$ cat config.mk
export PLATFORM = sky130hd
export DESIGN_NAME = pulse_gen_flat
export DESIGN_NICKNAME = d
export VERILOG_FILES = /design/src/rtl/pulse_gen_if.sv /design/src/rtl/pulse_gen.sv /design/src/flat_wrapper.sv
export SDC_FILE = /design/constraint.sdc
export NUM_CORES = 1
export LEC_CHECK = 0
export CORE_ASPECT_RATIO = 0.9
export CORE_MARGIN = 3
export CORE_UTILIZATION = 40
export CTS_CLUSTER_SIZE = 12
export DETAILED_ROUTE_END_ITERATION = 6
export PLACE_DENSITY_LB_ADDON = 0.12
export SLEW_MARGIN = 20
export SYNTH_ARGS = -nofsm -noshare
export SYNTH_HDL_FRONTEND = slang
export SYNTH_SLANG_ARGS = --single-unit
$ cat constraint.sdc
create_clock -name clk_i -period 9.05 [get_ports clk_i]
set_input_delay 1.81 -clock clk_i [delete_from_list [all_inputs] [get_ports clk_i]]
set_output_delay 1.81 -clock clk_i [all_outputs]
set_load 0.02 [all_outputs]
$ cat src/rtl/pulse_gen_if.sv
// pulse_gen_if
// Configuration handshake bundle between the generator driver and pulse_gen.
//   cfg_valid   - driver offers a new configuration
//   cfg_ready   - pulse generator has a free pending slot
//   cfg_period  - period minus one, in clocks
//   cfg_duty    - duty fraction, cfg_duty / 2^DUTY_W
//   cfg_oneshot - 1 = stop after one period, 0 = run continuously
//   cfg_invert  - 1 = active output level is low
// master: the driver side; slave: the pulse generator side.
interface pulse_gen_if #(
  parameter int CNT_W  = 27,
  parameter int DUTY_W = 8
);
  logic              cfg_valid;
  logic              cfg_ready;
  logic [CNT_W-1:0]  cfg_period;
  logic [DUTY_W-1:0] cfg_duty;
  logic              cfg_oneshot;
  logic              cfg_invert;

  modport master (
    output cfg_valid,
    output cfg_period,
    output cfg_duty,
    output cfg_oneshot,
    output cfg_invert,
    input  cfg_ready
  );

  modport slave (
    input  cfg_valid,
    input  cfg_period,
    input  cfg_duty,
    input  cfg_oneshot,
    input  cfg_invert,
    output cfg_ready
  );
endinterface

$ cat src/rtl/pulse_gen.sv
// pulse_gen
// Programmable PWM / pulse generator. Produces a rectangular waveform on a
// multi-bit bus with runtime period, duty fraction and polarity, either
// continuously or as a single period. New configurations arrive through a
// valid/ready handshake, wait in a one-deep pending slot and are applied only
// in IDLE or on a period boundary, so the waveform never glitches mid-period.
// Ports:
//   clk_i        - clock
//   rst_i        - synchronous active-high reset
//   cfg          - configuration handshake (pulse_gen_if.slave)
//   start_i      - begin a run (only looked at in IDLE)
//   stop_i       - abort the run, return to IDLE (wins over start and wrap)
//   fnc_o        - registered waveform, all bits carry the same level
//   period_end_o - high during the last cycle of each period
//   done_o       - one-cycle pulse when a one-shot run completes
//   busy_o       - high while running
module pulse_gen #(
  parameter int CNT_W      = 27,
  parameter int DUTY_W     = 8,
  parameter int OUT_W      = 6,
  parameter int RST_PERIOD = 99
) (
  input  logic             clk_i,
  input  logic             rst_i,
  pulse_gen_if.slave       cfg,
  input  logic             start_i,
  input  logic             stop_i,
  output logic [OUT_W-1:0] fnc_o,
  output logic             period_end_o,
  output logic             done_o,
  output logic             busy_o
);

  localparam int PROD_W = CNT_W + 1 + DUTY_W;
  localparam logic [CNT_W-1:0]  RST_PER   = CNT_W'(RST_PERIOD);
  localparam logic [DUTY_W-1:0] HALF_DUTY = {1'b1, {(DUTY_W-1){1'b0}}};

  typedef enum logic {IDLE, RUN} state_t;

  // High-time threshold: ((per+1) * duty) >> DUTY_W. The product is widened
  // so per+1 = 2^CNT_W cannot overflow; the result always fits in CNT_W bits
  // because duty < 2^DUTY_W keeps it at or below per.
  function automatic logic [CNT_W-1:0] calcThr(input logic [CNT_W-1:0]  p,
                                               input logic [DUTY_W-1:0] d);
    logic [PROD_W-1:0] perPlusOne;
    logic [PROD_W-1:0] dutyExt;
    logic [PROD_W-1:0] prod;
    perPlusOne = PROD_W'(p) + PROD_W'(1);
    dutyExt    = PROD_W'(d);
    prod       = perPlusOne * dutyExt;
    return CNT_W'(prod >> DUTY_W);
  endfunction

  state_t            state_q, state_d;
  logic [CNT_W-1:0]  counter_q, counter_d;

  logic [CNT_W-1:0]  per_q, per_d;
  logic [CNT_W-1:0]  thr_q, thr_d;
  logic              oneshot_q, oneshot_d;
  logic              inv_q, inv_d;

  logic              pend_q, pend_d;
  logic [CNT_W-1:0]  pendPer_q, pendPer_d;
  logic [DUTY_W-1:0] pendDuty_q, pendDuty_d;
  logic              pendOneshot_q, pendOneshot_d;
  logic              pendInv_q, pendInv_d;

  logic [OUT_W-1:0]  fnc_q, fnc_d;
  logic              periodEnd_q, periodEnd_d;
  logic              done_q, done_d;

  logic              applyPend;
  logic              accept;

  // FSM and period counter. IDLE holds the counter at zero and folds any
  // pending configuration into the active set straight away. In RUN the
  // counter wraps at per; the wrap is the only place a pending configuration
  // may take over, and a one-shot run ends there with a done pulse. stop
  // overrides everything and deliberately produces no done pulse.
  always_comb begin
    state_d   = state_q;
    counter_d = counter_q;
    applyPend = 1'b0;
    done_d    = 1'b0;
    unique case (state_q)
      IDLE: begin
        counter_d = '0;
        applyPend = pend_q;
        if (start_i && !stop_i) begin
          state_d = RUN;
        end
      end
      RUN: begin
        if (stop_i) begin
          state_d   = IDLE;
          counter_d = '0;
        end else if (counter_q == per_q) begin
          counter_d = '0;
          applyPend = pend_q;
          if (oneshot_q) begin
            state_d = IDLE;
            done_d  = 1'b1;
          end
        end else begin
          counter_d = counter_q + CNT_W'(1);
        end
      end
      default: begin
        state_d = IDLE;
      end
    endcase
  end

  // Configuration path. The slot only accepts while empty, and it can only be
  // applied while full, so capture and apply never collide on one edge; a
  // config captured on a wrap therefore waits for the following wrap. The
  // threshold is derived from the latched pending values, never the live bus.
  // The output is computed from the next-state counter and next active config
  // so the registered fnc lines up with the counter it describes.
  always_comb begin
    accept        = cfg.cfg_valid && !pend_q;

    pendPer_d     = pendPer_q;
    pendDuty_d    = pendDuty_q;
    pendOneshot_d = pendOneshot_q;
    pendInv_d     = pendInv_q;
    pend_d        = pend_q;
    if (accept) begin
      pendPer_d     = cfg.cfg_period;
      pendDuty_d    = cfg.cfg_duty;
      pendOneshot_d = cfg.cfg_oneshot;
      pendInv_d     = cfg.cfg_invert;
      pend_d        = 1'b1;
    end else if (applyPend) begin
      pend_d        = 1'b0;
    end

    per_d     = per_q;
    thr_d     = thr_q;
    oneshot_d = oneshot_q;
    inv_d     = inv_q;
    if (applyPend) begin
      per_d     = pendPer_q;
      thr_d     = calcThr(pendPer_q, pendDuty_q);
      oneshot_d = pendOneshot_q;
      inv_d     = pendInv_q;
    end

    if ((state_d == RUN) && (counter_d < thr_d)) begin
      fnc_d = {OUT_W{~inv_d}};
    end else begin
      fnc_d = {OUT_W{inv_d}};
    end
    periodEnd_d = (state_d == RUN) && (counter_d == per_d);
  end

  // State register. Reset also empties the pending slot and restores the
  // default 50% waveform on RST_PERIOD+1 clocks.
  always_ff @(posedge clk_i) begin
    if (rst_i) begin
      state_q       <= IDLE;
      counter_q     <= '0;
      per_q         <= RST_PER;
      thr_q         <= calcThr(RST_PER, HALF_DUTY);
      oneshot_q     <= 1'b0;
      inv_q         <= 1'b0;
      pend_q        <= 1'b0;
      pendPer_q     <= '0;
      pendDuty_q    <= '0;
      pendOneshot_q <= 1'b0;
      pendInv_q     <= 1'b0;
      fnc_q         <= '0;
      periodEnd_q   <= 1'b0;
      done_q        <= 1'b0;
    end else begin
      state_q       <= state_d;
      counter_q     <= counter_d;
      per_q         <= per_d;
      thr_q         <= thr_d;
      oneshot_q     <= oneshot_d;
      inv_q         <= inv_d;
      pend_q        <= pend_d;
      pendPer_q     <= pendPer_d;
      pendDuty_q    <= pendDuty_d;
      pendOneshot_q <= pendOneshot_d;
      pendInv_q     <= pendInv_d;
      fnc_q         <= fnc_d;
      periodEnd_q   <= periodEnd_d;
      done_q        <= done_d;
    end
  end

  assign cfg.cfg_ready = !pend_q;
  assign fnc_o         = fnc_q;
  assign period_end_o  = periodEnd_q;
  assign done_o        = done_q;
  assign busy_o        = (state_q == RUN);

endmodule

$ cat src/flat_wrapper.sv
// flat-port wrapper written by rule: the top's interface ports become plain ports
module pulse_gen_flat 
#(
  parameter int CNT_W      = 27,
  parameter int DUTY_W     = 8,
  parameter int OUT_W      = 6,
  parameter int RST_PERIOD = 99
)
  (clk_i, rst_i, start_i, stop_i, fnc_o, period_end_o, done_o, busy_o, cfg_cfg_valid, cfg_cfg_period, cfg_cfg_duty, cfg_cfg_oneshot, cfg_cfg_invert, cfg_cfg_ready);
  pulse_gen_if #(.CNT_W(CNT_W), .DUTY_W(DUTY_W)) cfg_i ();
  input  logic clk_i;
  input  logic rst_i;
  input  logic start_i;
  input  logic stop_i;
  output logic [OUT_W-1:0] fnc_o;
  output logic period_end_o;
  output logic done_o;
  output logic busy_o;
  input wire logic [$bits(cfg_i.cfg_valid)-1:0] cfg_cfg_valid;
  input wire logic [$bits(cfg_i.cfg_period)-1:0] cfg_cfg_period;
  input wire logic [$bits(cfg_i.cfg_duty)-1:0] cfg_cfg_duty;
  input wire logic [$bits(cfg_i.cfg_oneshot)-1:0] cfg_cfg_oneshot;
  input wire logic [$bits(cfg_i.cfg_invert)-1:0] cfg_cfg_invert;
  output wire logic [$bits(cfg_i.cfg_ready)-1:0] cfg_cfg_ready;
  assign cfg_i.cfg_valid = cfg_cfg_valid;
  assign cfg_i.cfg_period = cfg_cfg_period;
  assign cfg_i.cfg_duty = cfg_cfg_duty;
  assign cfg_i.cfg_oneshot = cfg_cfg_oneshot;
  assign cfg_i.cfg_invert = cfg_cfg_invert;
  assign cfg_cfg_ready = cfg_i.cfg_ready;
  pulse_gen #(.CNT_W(CNT_W), .DUTY_W(DUTY_W), .OUT_W(OUT_W), .RST_PERIOD(RST_PERIOD)) u_core (.clk_i(clk_i), .rst_i(rst_i), .cfg(cfg_i), .start_i(start_i), .stop_i(stop_i), .fnc_o(fnc_o), .period_end_o(period_end_o), .done_o(done_o), .busy_o(busy_o));
endmodule
==> metrics.txt <==
status=complete, no violations; reg2reg end=u_core.fnc_o[4]; top-area cell type share of the netlist area=23.6%; Starting Density=40.8%; diode count=0; EDFF count, synth=0; Reg clk slew, reported paths=0.07 ns; worst skew pair latency=0.42 ns; Tightest Hold Check Type=reg2reg; Unique masters post-synth=58; multi-input logic area=9600 sq um; yosys synthesis warning count=0; via count=10.3k; VDD IR-drop max=99.1 uV; Finished Core Util=45.8%; die extent in x=197 microns; number of port buffers=51; via density per instance=5.18; DRC violations left=0; Final TNS setup=0 ns; CTS tree=built; total CTS buffers=17; CTS Sinks=125; Hold Fails Final Rpt=0; fin crit share=91.8%; Total Wirelength=35.4 mm; global-route wire length before repair=57.2 mm; crit path launch type=flop; commonest non-fill, non-tap cell in the layout=inv_1; Worst R2R Path Depth=30; min-delay src=u_core.pendDuty_q[3]; remaining global-route overflow=0; #FFs+latches synth=125; hold path cells=2; skew final=0.0188 ns; hold path endpoint=u_core.pendDuty_q[3]; FILL cells=3,239; largest net degree at the start of global routing=67; Reg2Reg Setup Slack=0.74 ns; HPWL Detailed=27.8 mm; CTS H-tree depth=4; Pre-antenna DRT Iters=5; CTS Root Cell=clkbuf_16; Seq/Total Area, Yosys=19.2%; First DRT Iteration DRCs=558; Top FF cell, synth=dfxtp_1; die area=34,900 sq um; Clock Tree Buf Depth=2; slowest stage cell, crit path=xnor2_1; Synth async-reset ratio=0%; Worst Path Max Fanout=10; Final Setup Violations=0; critical path's largest stage delay=0.67 ns; Synth area leaders=fa_1 (24%), dfxtp_1 (19%), ha_1 (7.6%); Routed Antenna Nets=0; Max Cap Viol=0; post-synthesis instance total=1,522; Req. time, crit path=9.33 ns; Routed WL per cell=17.8 microns; largest area contributor in the netlist=fa_1; synthesized area=13,100 sq um; Crit. End Element=flop; Syn Nets=1,797; P_leak=0.00659 uW; power density over the cells=111 nW/um^2; Chip Height=177 microns; Core Box Area=32,000 sq um; most frequent cells in the layout=inv_1 (187), fa_1 (154), nand2_1 (145); initial antenna violation count=0; Rows=62; Worst R2R Start=u_core.pendPer_q[0]; I/O pins=52; Avg Cell Area, Syn=8.58 sq um; WP data arrival=8.58 ns; Pins Over Slew Limit=0; area delta synth->final=12.4%; WS Path Type=reg2reg; RSZ-0062 raised after global routing=no; nets@finish=1,832; Tot GR Track Use=21.1%; post-route minimum period=8.31 ns; Worst slew margin=35.4%; Fmax achieved=120 MHz; Worst-Margin Slew=0.962 ns; number of global-route vias before repair=10.4k; layout cell share with drive strength beyond 1=5.35%; placer congestion estimate=0.895; sequential cell area=2500 sq um
## state kept, by name, indices dropped and copies added (netlist names), 8 cells and up
| register | count |
|---|---|
| u_core.counter_q | 27 |
| u_core.pendDuty_q | 8 |
| u_core.pendPer_q | 27 |
| u_core.per_q | 27 |
| u_core.thr_q | 27 |
## synth_stat cells (all sizes together), types with 9 or more instances
cell	instances
o21ai	17
buf	17
nand2b	24
nand2	145
xnor2	57
mux2i	41
nor2	114
nor3	41
nor4	16
nor2b	136
clkbuf	51
ha	79
nand4	26
inv	188
and3	9
and4	10
fa	154
dfxtp	125
xor2	68
a21o	12
a21oi	72
nand3	25
and2	43
## kinds of logic after synthesis
group	share of synthesized area, %
simple gates	23.9
xor+xnor	8.38
mux	3.32
fa+ha+maj	31.2
flops	19.2
compound gates	6.38
buf+inv	7.73
## what timing repair did
item,CTS,global route
setup buffers,0,0
endpoints found under the setup margin,0,1
hold buffers,0,0
gates resized for setup,0,3
## critical path, delay by kind of cell, from the launching register on
kind / cells / cell delay [ns]
AOI/OAI and AO/OA: 6 / 1.07
xor gates and xnor gates: 1 / 0.67
adders and majority gates: 6 / 2.72
and+or+nand+nor: 13 / 3.01
buffers and inverters: 4 / 0.33
DFF: 1 / 0.34
## layout make-up
cell class                 instances  area share (%)
clock buffer                      19            3.02
clock inverter                    13            1.05
inverter                         188            4.81
multi-input combinational       1141            65.4
sequential                       125            17.0
tap                              416            3.54
timing repair buffer              84            5.15
## metrics by stage
stage	hold slack, ns	worst slack, ns	total power (uW)	area [sq um]	cells
floorplan	0.436	1.59	829	13100	1522
global placement	0.442	0.676	948	14100	1954
detailed placement	0.454	0.415	950	14100	1954
CTS	0.463	0.400	1650	14700	1986
global route	0.489	0.0545	1720	14700	1986
finish	0.460	0.743	1630	14700	1986
## metal layers
metal  part of all wire, %  up-vias  track usage [%]
li1                      -     4907                -
met1                    49     5154             30.2
met2                    46      195             34.6
met3                   3.8       24             2.89
met4                   1.1        0             3.53
met5                     0        -                0
## power by group
part           internal [uW]  switching [uW]  total, uW
registers                570            25.5        596
clock network            419             275        694
logic                    137             206        342
## worst max-delay path by stage
| stage | endpoint | start | cells past startpoint | slack [ns] |
|---|---|---|---|---|
| 2_1_floorplan | u_core.fnc_o[4] | u_core.pendPer_q[0] | 34 | 1.59 |
| 3_3_place_gp | u_core.fnc_o[4] | u_core.pendPer_q[2] | 32 | 0.68 |
| 3_5_place_dp | u_core.fnc_o[4] | u_core.pendPer_q[2] | 32 | 0.41 |
| 4_1_cts | u_core.fnc_o[4] | u_core.pendPer_q[2] | 32 | 0.40 |
| 5_1_grt | u_core.fnc_o[4] | u_core.pendPer_q[2] | 32 | 0.05 |
| 6_report | u_core.fnc_o[4] | u_core.pendPer_q[0] | 30 | 0.74 |
(Power assumes the default switching activity.)
